`config.mk`:
```
export PLATFORM = sky130hd
export DESIGN_NAME = pipe_stage_skid
export DESIGN_NICKNAME = d
export VERILOG_FILES = /design/src/rtl/pipe_stage_skid.sv
export SDC_FILE = /design/constraint.sdc
export NUM_CORES = 1
export LEC_CHECK = 0
export CAP_MARGIN = 20
export CELL_PAD_IN_SITES_DETAIL_PLACEMENT = 1
export CELL_PAD_IN_SITES_GLOBAL_PLACEMENT = 2
export CORE_ASPECT_RATIO = 2
export CORE_UTILIZATION = 30
export DETAILED_ROUTE_END_ITERATION = 10
export PLACE_DENSITY = 0.79
export SYNTH_ARGS = -nofsm -noshare
export SYNTH_HDL_FRONTEND = slang
export SYNTH_SLANG_ARGS = --single-unit
export TNS_END_PERCENT = 100
```
`constraint.sdc`:
```
create_clock -name clk -period 2.15 [get_ports clk]
set_clock_uncertainty 0.15 [all_clocks]
set_input_delay 0.43 -clock clk [delete_from_list [all_inputs] [get_ports clk]]
set_output_delay 0.43 -clock clk [all_outputs]
set_load 0.02 [all_outputs]
```
`src/rtl/pipe_stage_skid.sv`:
```
// ============================================================================
// Module   : pipe_stage_skid
// Brief    : Generic MIPS pipeline stage register with a valid/ready
//            handshake and a 2-entry skid buffer. It provides synchronous
//            flush, and it zeroes the control payload whenever the head
//            slot is a bubble.
//            Optional statistics counters are enabled by defining
//            PIPE_STAGE_STATS_EN.
// Revision : 1.0 - initial release
// ============================================================================
`default_nettype none

module pipe_stage_skid #(
    parameter int DW    = 138,
    parameter int CW    = 12,
    parameter int CNT_W = 16
) (
    input  logic             clk,
    input  logic             rst_n,
    input  logic             in_valid,
    output logic             in_ready,
    input  logic [DW-1:0]    in_data,
    input  logic [CW-1:0]    in_ctrl,
    input  logic             flush,
    output logic             out_valid,
    input  logic             out_ready,
    output logic [DW-1:0]    out_data,
    output logic [CW-1:0]    out_ctrl
`ifdef PIPE_STAGE_STATS_EN
    ,
    output logic [CNT_W-1:0] stall_cnt,
    output logic [CNT_W-1:0] flush_cnt
`endif
);

    // State encodes how many entries are held: main register, then skid.
    localparam logic [1:0] S_EMPTY = 2'd0;
    localparam logic [1:0] S_BUSY  = 2'd1;
    localparam logic [1:0] S_FULL  = 2'd2;

    logic [1:0]    r_state;
    logic [1:0]    w_next_state;
    logic          r_in_ready;
    logic [DW-1:0] r_main_data;
    logic [CW-1:0] r_main_ctrl;
    logic [DW-1:0] r_skid_data;
    logic [CW-1:0] r_skid_ctrl;
    logic          w_in_xfer;
    logic          w_out_xfer;
    logic          w_load_main;
    logic          w_main_from_skid;
    logic          w_load_skid;

    assign w_in_xfer  = in_valid & r_in_ready;
    assign w_out_xfer = (r_state != S_EMPTY) & out_ready;

    // State register; in_ready is registered from the next state so it never
    // depends combinationally on the downstream ready.
    always_ff @(posedge clk or negedge rst_n) begin
        if (!rst_n) begin
            r_state    <= S_EMPTY;
            r_in_ready <= 1'b1;
        end else begin
            r_state    <= w_next_state;
            r_in_ready <= (w_next_state != S_FULL);
        end
    end

    // Next-state and datapath steering; flush overrides every other event.
    always_comb begin
        w_next_state     = r_state;
        w_load_main      = 1'b0;
        w_main_from_skid = 1'b0;
        w_load_skid      = 1'b0;
        if (flush) begin
            w_next_state = S_EMPTY;
        end else begin
            case (r_state)
                S_EMPTY: begin
                    if (w_in_xfer) begin
                        w_next_state = S_BUSY;
                        w_load_main  = 1'b1;
                    end
                end
                S_BUSY: begin
                    if (w_in_xfer && w_out_xfer) begin
                        w_load_main = 1'b1;
                    end else if (w_in_xfer) begin
                        w_next_state = S_FULL;
                        w_load_skid  = 1'b1;
                    end else if (w_out_xfer) begin
                        w_next_state = S_EMPTY;
                    end
                end
                S_FULL: begin
                    if (w_out_xfer) begin
                        w_next_state     = S_BUSY;
                        w_main_from_skid = 1'b1;
                    end
                end
                default: begin
                    w_next_state = S_EMPTY;
                end
            endcase
        end
    end

    // Payload registers; the skid entry slides into main on the same edge that the head leaves.
    always_ff @(posedge clk or negedge rst_n) begin
        if (!rst_n) begin
            r_main_data <= '0;
            r_main_ctrl <= '0;
            r_skid_data <= '0;
            r_skid_ctrl <= '0;
        end else begin
            if (w_load_main) begin
                r_main_data <= in_data;
                r_main_ctrl <= in_ctrl;
            end else if (w_main_from_skid) begin
                r_main_data <= r_skid_data;
                r_main_ctrl <= r_skid_ctrl;
            end
            if (w_load_skid) begin
                r_skid_data <= in_data;
                r_skid_ctrl <= in_ctrl;
            end
        end
    end

    // Outputs; a bubble forces control to zero so a killed slot cannot write state downstream.
    always_comb begin
        in_ready  = r_in_ready;
        out_valid = (r_state != S_EMPTY);
        out_data  = r_main_data;
        out_ctrl  = (r_state != S_EMPTY) ? r_main_ctrl : '0;
    end

`ifdef PIPE_STAGE_STATS_EN
    localparam logic [CNT_W-1:0] C_CNT_MAX = {CNT_W{1'b1}};

    logic [CNT_W-1:0] r_stall_cnt;
    logic [CNT_W-1:0] r_flush_cnt;
    logic [1:0]       w_live;
    logic [CNT_W:0]   w_flush_sum;

    assign w_live      = (r_state == S_FULL) ? 2'd2 : ((r_state == S_BUSY) ? 2'd1 : 2'd0);
    assign w_flush_sum = {1'b0, r_flush_cnt} + {{(CNT_W-1){1'b0}}, w_live};

    // Saturating counters for stall cycles and for live entries squashed by flush.
    always_ff @(posedge clk or negedge rst_n) begin
        if (!rst_n) begin
            r_stall_cnt <= '0;
            r_flush_cnt <= '0;
        end else begin
            if ((r_state != S_EMPTY) && !out_ready && (r_stall_cnt != C_CNT_MAX)) begin
                r_stall_cnt <= r_stall_cnt + 1'b1;
            end
            if (flush && (w_live != 2'd0)) begin
                r_flush_cnt <= (w_flush_sum > {1'b0, C_CNT_MAX}) ? C_CNT_MAX
                                                                 : w_flush_sum[CNT_W-1:0];
            end
        end
    end

    assign stall_cnt = r_stall_cnt;
    assign flush_cnt = r_flush_cnt;
`endif

endmodule

`default_nettype wire
```
==> impl_metrics.ini <==
[sta]
grt_setup_unrepaired = yes
fmax_ghz = 0.437
finalHoldViolations = 0
fin_setup_tns_ns = -13.67
period_share = 1.06
finalSetupViolCount = 197
worst_pin_slew_ns = 0.486
relSlewSlack = 0.676
setup_ws_ns = -0.137
period_minus_slack_ns = 2.29
drv_slew = 0

[place]
placedInstanceArea_um2 = 17500
gp_congestion = 0.749
dp_hpwl_um = 26700
numPortBuffers = 306
place_ws_ns = -0.556
dp_cells = 1709

[status]
violations = setup timing
status = finished, violations left

[yosys]
synth_compound_area_frac = 0.00218
syn_area_um2 = 13200
ys_seq_area_frac = 0.574
synth-seq-cells = 303
yosysTopAreaCell = dfrtp_1
avgSynthCellArea_um2 = 15.9
postSynthCellCount = 834
synth.mux.area_fraction = 0.382
synth-simple-area-share = 0.0115
synth_top_family_by_area = multiplexers
synth_fa_ha_area_frac = 0
synth_top_area_share = 0.572
synth_nets = 989
synth_area_leaders = dfrtp_1 (57%), mux2_2 (30%), mux2_1 (8.0%)
synth.yosys.warnings = 0
synth_xor_area_frac = 0.000663
synth_cell_type_count = 23

[detailed_routing]
vias = 8526
vias_per_cell = 4.70
avgRoutedWirePerCell_um = 22.7
finalWirelength_um = 41200
drtIter0Drc = 170
drtPass1Iterations = 4
drcViolationCount = 0
ant_nets = 0

[global_route]
grt_pass1_wl_um = 56500
grt_use_total = 0.166
grt_overflow = 0
antenna_found_initial = 7
grt_max_degree = 51
grt_pass1_vias = 9533

[setup_path]
reg2reg_to = out_data[109]
cp-end-kind = flop
critPathMaxFanout = 8
cp-endpoint = out_data[109]
reg2reg_slack_ns = -0.14
cp.required_ns = 2.44
r2r_start = r_state[0]
startpoint = r_state[0]
rr_worst_depth = 8
worstPathArrival_ns = 2.58
start_kind = flop
crit_type = flop to flop

[clock_tree]
cts_max_level = 1
clk_pin_slew_ns = 0.06
cts.path.max_buffers = 3
cts-root-buf = clkbuf_16
tritoncts = done
cts_buffers = 30
clock_latency_ns = 0.56
cts.sinks = 303

[floorplan]
die_h_um = 299
start_util = 0.305
die_x_um = 150
io_pins = 307
fp-row-count = 108
die-area_um2 = 45000
coreArea_um2 = 43400

[pwr]
intPower_uw = 15300
vdd_drop_max_mv = 0.689
p_leak_uw = 0.00957
switching_share = 0.312
p_seq_frac = 0.398
power_density_nw_per_um2 = 1110
pwr-share-comb = 0.363
total_power_uw = 22200
clkPwrFrac = 0.239
p_switching_uw = 6930

[cells_and_area]
post-route-cell-area_um2 = 20100
layout.nets = 1390
drive_above_1_share = 0.447
final_cells = 1813
layout_commonest_cell = dfrtp_1
layout_common_cells = dfrtp_1 (302), mux2_2 (238), clkdlybuf4s50_1 (155), mux2_4 (133), dlygate4sd2_1 (106)
area_growth_pct = 52.1

[hold_path]
hold_class = input pin to asynchronous set/reset pin

[run]
maxCapViolCount = 0
## power groups by stage
stage | sequential [µW] | combinational (µW) | clock, µW
finish | 8860 | 8070 | 5320
floorplan | 10000 | 2760 | 0
CTS | 8810 | 7340 | 5520
global placement | 8790 | 7580 | 0
global route | 9110 | 8550 | 5700
detailed placement | 8930 | 7760 | 0
## cell usage after synthesis
cell	count
nand2_2	1
buf_4	2
nor2_1	4
buf_2	25
mux2_2	354
clkbuf_1	1
dfstp_2	1
dfrtp_1	302
and4bb_2	1
a21oi_2	1
nand2_1	2
nor2b_1	13
inv_1	3
or3b_2	1
mux2i_1	1
xnor2_1	1
nand2b_1	1
nand3b_1	1
buf_6	21
or3_1	1
o21a_1	2
mux2_1	94
a21oi_1	1
## per-stage QoR
stage,hold slack [ns],util
floorplan,-0.0156,-
global placement,0.238,0.404
detailed placement,0.241,0.404
CTS,0.215,0.428
global route,0.232,0.463
finish,0.230,0.463
## how the worst min path moves through the flow
stage	startpoint	to	slack, ns	cells past startpoint
floorplan	rst_n	out_data[0]	-0.02	0
global placement	rst_n	r_main_ctrl[0]	0.24	1
detailed placement	rst_n	r_main_ctrl[0]	0.24	1
CTS	rst_n	r_main_ctrl[0]	0.22	2
global route	rst_n	r_main_ctrl[0]	0.23	2
finish	rst_n	r_main_ctrl[0]	0.23	2
## area by class of cell
class | instances | area [µm²]
diodes | 8 | 20.0
clock buffers | 44 | 875
clock inverters | 8 | 93.8
fillers | 4273 | 23300
inverters | 3 | 13.8
multi-input cells | 481 | 5890
flip-flops and latches | 303 | 7580
well taps | 550 | 688
repair buffers | 416 | 4940
## worst max-delay path, cell delays in order (launching register included)
cell and delay (ns):
dfrtp_1 0.40, buf_6 0.13, nor2b_4 0.12, or3_4 0.34, a21oi_4 0.21, buf_6 0.13
buf_12 0.16, clkbuf_16 0.20, mux2_4 0.31
## sequential cells by signal, summed over array words and instances, names as in the netlist
| register | count |
|---|---|
| in_ready | 1 |
| out_data | 138 |
| r_main_ctrl | 12 |
| r_skid_ctrl | 12 |
| r_skid_data | 138 |
| r_state | 2 |
## kinds of logic (layout without fill, tap and decap cells)
| family | after synthesis | count (layout) |
|---|---|---|
| AO/OA/AOI/OAI | 4 | 4 |
| XOR/XNOR | 1 | 1 |
| other | 0 | 8 |
| flip-flops | 303 | 303 |
| multiplexers | 449 | 449 |
| buffers and inverters | 52 | 471 |
| AND/OR/NAND/NOR | 25 | 27 |
## metal layers
layer / up-vias / wire [µm] / track usage
met1: 4411 / 14100 / 0.167
met2: 240 / 23800 / 0.318
met5: - / 0 / 0
li1: 3799 / - / -
met4: 0 / 1660 / 0.0868
met3: 76 / 1650 / 0.0252
## repair_timing
item,in CTS,in global routing
setup buffers,5,6
gates cloned,2,30
pin swaps,0,5
hold buffers,1,0
setup endpoints to repair,248,251
endpoints found under the hold margin,36,0
resized for setup,202,208
(Power assumes the default switching activity.)
